==> src/rtl/merge_pkg.sv <==
// Shared definitions for the merge-node input FIFOs: default record width, terminator
// value, count-width helper and the registered head-status bundle.
package merge_pkg;

   localparam int unsigned MERGE_DATA_W = 32;
   // The all-zero record marks the end of a sorted run
   localparam logic [MERGE_DATA_W-1:0] MERGE_TERMINATOR = '0;

   // Width able to hold 0..depth inclusive
   function automatic int unsigned cnt_w(input int unsigned depth);
      return $clog2(depth) + 1;
   endfunction

   typedef struct packed {
      logic empty;
      logic min_zero;
      logic almost_full;
   } fifo_status_t;

endpackage

==> src/rtl/merge_fifo_ram.sv <==
// Simple dual-port storage behind the FIFO head register. Synchronous write,
// combinational read so the head register can capture the oldest entry on a pop.
module merge_fifo_ram #(
   parameter int unsigned DataW = 32,
   parameter int unsigned Slots = 15,
   parameter int unsigned AddrW = 4
) (
   input  logic             clk_i,
   input  logic             we_i,
   input  logic [AddrW-1:0] waddr_i,
   input  logic [DataW-1:0] wdata_i,
   input  logic [AddrW-1:0] raddr_i,
   output logic [DataW-1:0] rdata_o
);

   logic [DataW-1:0] mem_q [Slots];

   // Contents need no reset; the pointers define which entries are live
   always_ff @(posedge clk_i) begin
      if (we_i) begin
         mem_q[waddr_i] <= wdata_i;
      end
   end

   assign rdata_o = mem_q[raddr_i];

endmodule

==> src/rtl/merge_input_fifo.sv <==
// Per-input FWFT buffer feeding one side of a 2-way merge control stage.
// Head record, empty and terminator flags come straight from registers.
// Optional build macro MERGE_FIFO_STATS_EN enables the popped-terminator counter;
// without it o_run_count is tied to zero.
module merge_input_fifo
   import merge_pkg::*;
#(
   parameter int unsigned DATA_W       = MERGE_DATA_W,
   parameter int unsigned DEPTH        = 16,
   parameter int unsigned AFULL_MARGIN = 2
) (
   input  logic                       i_clk,
   input  logic                       i_rst_n,
   input  logic                       i_write,
   input  logic [DATA_W-1:0]          i_data,
   output logic                       o_full,
   output logic                       o_almost_full,
   input  logic                       i_pop,
   output logic [DATA_W-1:0]          o_data,
   output logic                       o_empty,
   output logic                       o_min_zero,
   output logic [cnt_w(DEPTH)-1:0]    o_count,
   output logic                       o_overflow,
   output logic                       o_underflow,
   output logic [15:0]                o_run_count
);

   localparam int unsigned CntW  = cnt_w(DEPTH);
   localparam int unsigned Slots = DEPTH - 1;
   localparam int unsigned PtrW  = $clog2(DEPTH);

   logic [DATA_W-1:0] head_q, head_d;
   fifo_status_t      stat_q, stat_d;
   logic [CntW-1:0]   count_q, count_d;
   logic [PtrW-1:0]   wr_ptr_q, wr_ptr_d, rd_ptr_q, rd_ptr_d;
   logic              ovf_q, unf_q;
   logic              head_valid_d, ram_empty, pop_ok, wr_ok, ram_we;
   logic [DATA_W-1:0] ram_rdata;

   // Slot count need not be a power of two, so wrap by compare
   function automatic logic [PtrW-1:0] nxt_ptr(input logic [PtrW-1:0] p);
      return (p == PtrW'(Slots - 1)) ? '0 : p + PtrW'(1);
   endfunction

   assign o_full    = (count_q == CntW'(DEPTH));
   // Head valid and count <= 1 means nothing sits behind the head
   assign ram_empty = (count_q <= CntW'(1));
   assign pop_ok    = i_pop & ~stat_q.empty;
   assign wr_ok     = i_write & (~o_full | i_pop);

   // Next-state for head, pointers and count
   always_comb begin
      head_d       = head_q;
      head_valid_d = ~stat_q.empty;
      wr_ptr_d     = wr_ptr_q;
      rd_ptr_d     = rd_ptr_q;
      ram_we       = 1'b0;
      count_d      = count_q;

      if (pop_ok) begin
         if (!ram_empty) begin
            head_d   = ram_rdata;
            rd_ptr_d = nxt_ptr(rd_ptr_q);
         end else if (wr_ok) begin
            head_d = i_data;
         end else begin
            head_valid_d = 1'b0;
         end
      end

      if (wr_ok) begin
         if (stat_q.empty) begin
            head_d       = i_data;
            head_valid_d = 1'b1;
         end else if (!(pop_ok && ram_empty)) begin
            // Full case reads and writes the same slot; the read sees the old entry
            ram_we   = 1'b1;
            wr_ptr_d = nxt_ptr(wr_ptr_q);
         end
      end

      unique case ({wr_ok, pop_ok})
         2'b10:   count_d = count_q + CntW'(1);
         2'b01:   count_d = count_q - CntW'(1);
         default: count_d = count_q;
      endcase

      stat_d.empty       = ~head_valid_d;
      stat_d.min_zero    = head_valid_d & (head_d == DATA_W'(MERGE_TERMINATOR));
      stat_d.almost_full = ((CntW'(DEPTH) - count_d) <= CntW'(AFULL_MARGIN));
   end

   // State registers; sticky error flags clear only on reset
   always_ff @(posedge i_clk or negedge i_rst_n) begin
      if (!i_rst_n) begin
         head_q   <= '0;
         stat_q   <= '{empty: 1'b1, min_zero: 1'b0, almost_full: 1'b0};
         count_q  <= '0;
         wr_ptr_q <= '0;
         rd_ptr_q <= '0;
         ovf_q    <= 1'b0;
         unf_q    <= 1'b0;
      end else begin
         head_q   <= head_d;
         stat_q   <= stat_d;
         count_q  <= count_d;
         wr_ptr_q <= wr_ptr_d;
         rd_ptr_q <= rd_ptr_d;
         ovf_q    <= ovf_q | (i_write & ~wr_ok);
         unf_q    <= unf_q | (i_pop & stat_q.empty);
      end
   end

   merge_fifo_ram #(
      .DataW (DATA_W),
      .Slots (Slots),
      .AddrW (PtrW)
   ) u_ram (
      .clk_i   (i_clk),
      .we_i    (ram_we),
      .waddr_i (wr_ptr_q),
      .wdata_i (i_data),
      .raddr_i (rd_ptr_q),
      .rdata_o (ram_rdata)
   );

   assign o_data        = head_q;
   assign o_empty       = stat_q.empty;
   assign o_min_zero    = stat_q.min_zero;
   assign o_almost_full = stat_q.almost_full;
   assign o_count       = count_q;
   assign o_overflow    = ovf_q;
   assign o_underflow   = unf_q;

`ifdef MERGE_FIFO_STATS_EN
   logic [15:0] run_cnt_q;

   // Count terminators leaving the head; wraps naturally at 16 bits
   always_ff @(posedge i_clk or negedge i_rst_n) begin
      if (!i_rst_n) begin
         run_cnt_q <= '0;
      end else if (pop_ok && stat_q.min_zero) begin
         run_cnt_q <= run_cnt_q + 16'd1;
      end
   end

   assign o_run_count = run_cnt_q;
`else
   assign o_run_count = '0;
`endif

endmodule
==> config.mk <==
export PLATFORM = sky130hd
export DESIGN_NAME = merge_input_fifo
export DESIGN_NICKNAME = d
export VERILOG_FILES = /design/src/rtl/merge_pkg.sv /design/src/rtl/merge_fifo_ram.sv /design/src/rtl/merge_input_fifo.sv
export SDC_FILE = /design/constraint.sdc
export NUM_CORES = 1
export LEC_CHECK = 0
export ABC_AREA = 1
export BUFFER_PORTS_ARGS = -buffer_cell sky130_fd_sc_hd__buf_2
export CELL_PAD_IN_SITES_DETAIL_PLACEMENT = 2
export CELL_PAD_IN_SITES_GLOBAL_PLACEMENT = 2
export CORE_MARGIN = 2
export CORE_UTILIZATION = 35
export CTS_CLUSTER_DIAMETER = 40
export CTS_CLUSTER_SIZE = 12
export DETAILED_ROUTE_END_ITERATION = 12
export PLACE_DENSITY_LB_ADDON = 0.1
export RECOVER_POWER = 100
export SLEW_MARGIN = 15
export SYNTH_ARGS = -nofsm -noshare
export SYNTH_HDL_FRONTEND = slang
export SYNTH_SLANG_ARGS = --single-unit
==> constraint.sdc <==
create_clock -name i_clk -period 9.6 [get_ports i_clk]
set_clock_uncertainty 0.05 [all_clocks]
set_input_delay 1.92 -clock i_clk [delete_from_list [all_inputs] [get_ports i_clk]]
set_output_delay 1.92 -clock i_clk [all_outputs]
set_load 0.005 [all_outputs]
# ---- Word-level counts from Yosys, hierarchy flattened
# Memories as Yosys holds them, arrays and structs flattened.
# Index checks and enable logic that the tools add are counted.
dict set report word_totals {
  output_inout_bits 59
  n_memories 1
  input_bits 36
  ram_bits 480
  latch_bits 0
  rom_bits 0
  register_bits 50
}
# name words width rd rd_clocked_by_memory_dff wr line
set memory_table {}
lappend memory_table {u_ram.mem_q 15 32 1 0 1 merge_fifo_ram.sv:16} ;# logic [DataW-1:0] mem_q [Slots];
dict set report op_classes {
  shifts 0
  div 0
  reduce_logical 4
  mul 0
  bitwise 14
  eq_ne 5
  n_lt_le_gt_ge 2
  mux 18
  addsub 5
}
# cell n
set op_table {}
lappend op_table {{$mux 32} 5}
lappend op_table {{$logic_not 32->1} 1}
lappend op_table {{$mux 1} 10}
lappend op_table {{$pmux 5 s2} 1}
lappend op_table {{$add 4x1->4 const B} 2}
lappend op_table {{$eq 4x4->1 const B} 2}
lappend op_table {{$mux 4} 2}
lappend op_table {{$not 1->1} 6}
lappend op_table {{$add 5x1->5 const B} 1}
lappend op_table {{$and 1x1->1} 5}
lappend op_table {{$eq 5x5->1 const B} 1}
lappend op_table {{$le 5x1->1 const B} 1}
lappend op_table {{$le 5x2->1 const B} 1}
lappend op_table {{$sub 5x1->5 const B} 1}
lappend op_table {{$sub 5x5->5 const A} 1}
lappend op_table {{$or 1x1->1} 3}
lappend op_table {{$reduce_and 3->1} 1}
lappend op_table {{$eq 2x1->1 const B} 1}
lappend op_table {{$eq 2x2->1 const B} 1}
lappend op_table {{$reduce_and 2->1} 1}
lappend op_table {{$logic_and 1x1->1} 1}

# ---- Longest topological paths before layout
dict set report depth {
  depth_word 11
  mapped_depth 19
  mapped_depth_nobuf 18
}

# ---- Hierarchy
# From an unflattened synthesis, not the netlist that was laid out.
dict set report unflattened {
  cells_unflattened 2499
  area_unflattened_um2 24188.2
}
# module instances seq_area_each_um2 cells_per_inst area_per_inst_um2
set modules_own_cells {}
lappend modules_own_cells {merge_fifo_ram 1 14413.8 1856 20105.5}
lappend modules_own_cells {merge_input_fifo 1 1252.5 643 4082.7}

# ---- Worst setup path before layout
# Ideal clock, no wire load.
dict set report synth_timing {
  path_kind {input port to flip-flop}
  startpoint {input i_write}
  endpoint {memory u_ram.mem_q[11][0] (enable)}
  setup_slack_ns 4.809
  arrival_time_ns 4.320
  required_ns 9.129
  cell_stages 6
  cell_sequence {clkbuf_1 nand2_4 buf_2 nor3_4 nand3_1 nor2_1}
}
dict set report synth_between {
  elab_chain_cells 4
}
# element line
set synth_rtl {}
lappend synth_rtl {{from (decl)} merge_input_fifo.sv:14} ;# input logic i_write,
lappend synth_rtl {{$and 1x1->1} merge_input_fifo.sv:49} ;# assign wr_ok = i_write & (~o_full | i_pop);
lappend synth_rtl {{$mux 1} merge_input_fifo.sv:71} ;# if (wr_ok) begin
lappend synth_rtl {{$mux 1} merge_fifo_ram.sv:20} ;# if (we_i) begin
lappend synth_rtl {{$mux 1 (not written as such)} merge_fifo_ram.sv:21} ;# mem_q[waddr_i] <= wdata_i;
lappend synth_rtl {{to (decl)} merge_fifo_ram.sv:16}
# No other way between the ends.

==> impl_metrics.csv <==
group,metric,value,unit
timing,drv_slew,113,
place,detailed_place_hpwl,49.2,mm
synth,synth_commonest_cells,"nand2_1 (794), edfxtp_1 (480), nand3_1 (217), inv_1 (199), nor2_1 (198)",
cts,cts_tree,"yes",
timing,slew_headroom,-120,%
synth,synth.yosys.seq_area_share,67.2,%
die,die_h,262,microns
setup_path,arrival,7340,ps
cts,cts.path.max_buffers,3,
timing,final_hold_viol_count,0,
setup_path,worst_path_max_delay_cell,"nor2_1",
setup_path,crit_required,10080,ps
synth,ys_ff_latch,530,
power_and_ir_drop,p_leak,11.2,nW
cells_and_area,drive_gt1_share,10.4,%
route,drc,0,
cells_and_area,nets,2429,
route,drtAntennaViolNets,0,
cells_and_area,fin_cells,3340,
power_and_ir_drop,p_clk_share,38.0,%
setup_path,cp_slowest_stage_delay,1750,ps
power_and_ir_drop,p_comb_share,31.3,%
cts,postCtsSetupBuffers,0,
synth,yosys.area.top_type,"edfxtp_1",
route,first_pass_iters,5,
cts,cts.sinks,530,
die,rows,94,
synth,synth_xor_area_share,0,%
timing,fmax,0.146,GHz
global_routing,grt_pass1_wl,125,mm
synth,netlist_area,23300,sq um
place,place.gp.congestion,0.806,
power_and_ir_drop,p_switching,3.87,mW
run_status,status,"complete, but fails checks",
timing,timing.hold.ws,446,ps
synth,synth_top_family_by_area,"simple AND/OR/NAND/NOR gates",
die,ios,95,
timing,setup_viol,0,
timing,tightestPinTransition,3310,ps
die,die_area,68700,sq um
cts,clkTransAtPathRegs,50,ps
run_status,violations,"capacitance limit, slew limit",
global_routing,grt_max_degree,73,
route,drtIter0Drc,1007,
synth,synth_fa_ha_area_share,0.429,%
setup_path,critPathMaxFanout,33,
cts,cts-resized-gates,0,
cts,clk_latency,640,ps
timing,fin_crit_sh,71.5,%
setup_path,crit_type,"input port to register",
place,io_buffers,78,
synth,post-synth-top-count-cell,"nand2_1",
die,initial_core_util,35.4,%
timing,grt_setup_unrepaired,"false",
cells_and_area,fillers,6903,
worst_hold_path,min_path_type,"register to register",
synth,async_flop_share,9.43,%
setup_path,path_cells,"buf_2 > inv_1 > nor2_1 > inv_1 > nor2_1 > clkbuf_1 > nand3_1 > nand2_1 > nand2_1 > nand2_1 > nor2_1 > nand2_1 > nor2_1 > nand2_1 > nor2_1",
route,vias,17300,
synth,syn_inst,2286,
synth,yosys.area_share.simple,22.3,%
synth,yosys-top-cells-area,"edfxtp_1 (62%), nand2_1 (13%), dfrtp_1 (5.3%), nand3_1 (4.7%), inv_1 (3.2%)",
power_and_ir_drop,sequentialPowerShare,30.7,%
global_routing,overflow,0,
setup_path,critPathLaunchType,"input port",
synth,synthFlopType,"edfxtp_1",
power_and_ir_drop,intPower,6.11,mW
synth,synthMuxAreaShare,0,%
die,coreArea,65900,sq um
synth,avgSynthCellArea,10.2,sq um
synth,synth-warning-count,0,
cts,root_buffer,"clkbuf_16",
cells_and_area,diodes,0,
cells_and_area,areaGrowthSynthToFinish,20.2,%
global_routing,track_usage,24.7,%
cts,hold_buffers,0,
route,wl_per_cell,25.0,microns
global_routing,antenna_found_initial,1,
cells_and_area,final_core_util,42.5,%
synth,synth-compound-area-share,3.54,%
power_and_ir_drop,power_per_cell_area,356,nW/um^2
global_routing,grt_pass1_vias,19300,
route,drt_wl_total,83.4,mm
place,dp_cells,3143,
synth,synth_cell_type_count,41,
power_and_ir_drop,switching_share,38.8,%
synth,netlist.area_leader.share,61.8,%
die,fp.dieW,262,microns
route,via_per_inst,5.17,
cts,clock_tree.htree_level_count,3,
synth,synth-edff-count,480,
timing,finalSetupTns,0,ps
cts,cts_buffers,104,
run,cap_violations,3,
power_and_ir_drop,vdd_drop_max,0.000172,V
timing,min_period,6870,ps
setup_path,end_kind,"register",
-- path summary, 6_finish.rpt --
| check | start | end | slack (ps) | depth (start not counted) |
|---|---|---|---|---|
| max | i_pop | o_min_zero | 2730 | 15 |
| min | o_underflow | o_underflow | 450 | 1 |
| max in group asynchronous | i_rst_n | rd_ptr_q[1] | 4740 | 2 |
| min in group asynchronous | i_rst_n | o_count[4] | 2430 | 2 |
| max reg2reg | o_empty | o_min_zero | 3710 | 13 |
| min reg2reg | o_underflow | o_underflow | 450 | 1 |
-- registers in the layout, summed over array words and instances (netlist names) --
signal / count
wr_ptr_q: 4
o_data: 32
o_overflow: 1
o_count: 5
rd_ptr_q: 4
u_ram.mem_q: 480
o_underflow: 1
o_min_zero: 1
o_empty: 1
o_almost_full: 1
-- per-layer routing --
layer	GRT usage (%)	wire, microns
met5	0	0
met4	7.27	2090
met3	3.54	2860
met2	43.8	42600
met1	31.4	35900
-- worst max-delay path: cells and delay by family --
kind                   cells  cell delay (ps)
buffers and inverters      4             2070
and+or+nand+nor           11             3310
-- through the flow --
stage	area [sq um]	power (mW)	worst slack [ps]
floorplan	23400	4.99	4810
finish	28000	9.99	2730
global placement	24500	6.17	4500
detailed placement	24500	6.30	4360
CTS	28200	10.2	5020
global route	28000	10.6	2600
-- cells in the final DEF, fill, tap and decap left out, types with 3 or more instances in the layout --
master      synthesis  layout
nand2_1           794     795
edfxtp_1          480     480
nand3_1           217     217
inv_1             199     199
nor2_1            198     184
clkbuf_16           0     105
clkbuf_1           28      86
a21oi_1            64      64
dfrtp_1            49      46
o21ai_0            39      42
buf_4              29      30
o211ai_1           22      22
nand4_1            22      22
nor2_4              3      17
bufinv_16           0      17
conb_1              1      16
clkinv_2            0      15
clkinvlp_4          0      15
clkinv_4            0      13
inv_6               0       9
ha_1                8       8
clkinv_1            1       7
o21ai_1             9       6
or2_2               6       6
buf_2              60       6
nor3_1              4       5
nand3b_1            4       4
a21oi_2             3       3
inv_2               6       3
nand3_2             3       3
or2_0               3       3
clkbuf_8            0       3
-- power groups by stage --
stage               Sequential (mW)  Combinational [mW]  Clock (mW)
CTS                            3.06                3.24        3.85
global placement               3.09                3.08           0
global route                   3.09                3.52        3.96
floorplan                      2.97                2.02           0
detailed placement             3.10                3.20           0
finish                         3.06                3.13        3.80
-- cell type report --
type	instances	area, sq um	area share (%)
sequential	530	15700	55.9
multi-input combinational	1433	6280	22.4
clock buffer	120	2710	9.69
tap	864	1080	3.86
clock inverter	77	961	3.43
inverter	206	779	2.78
timing repair buffer	110	533	1.90
-- cell families (layout without fill, tap and decap cells) --
family                   after synthesis  after routing
AND/OR/NAND/NOR                     1262           1262
flip-flops                           530            530
buffers and inverters                338            513
AO/OA/AOI/OAI                        147            147
adder cells (fa/ha/maj)                8              8
other                                  1             16
Note: power is estimated with default switching activity, not from simulation.
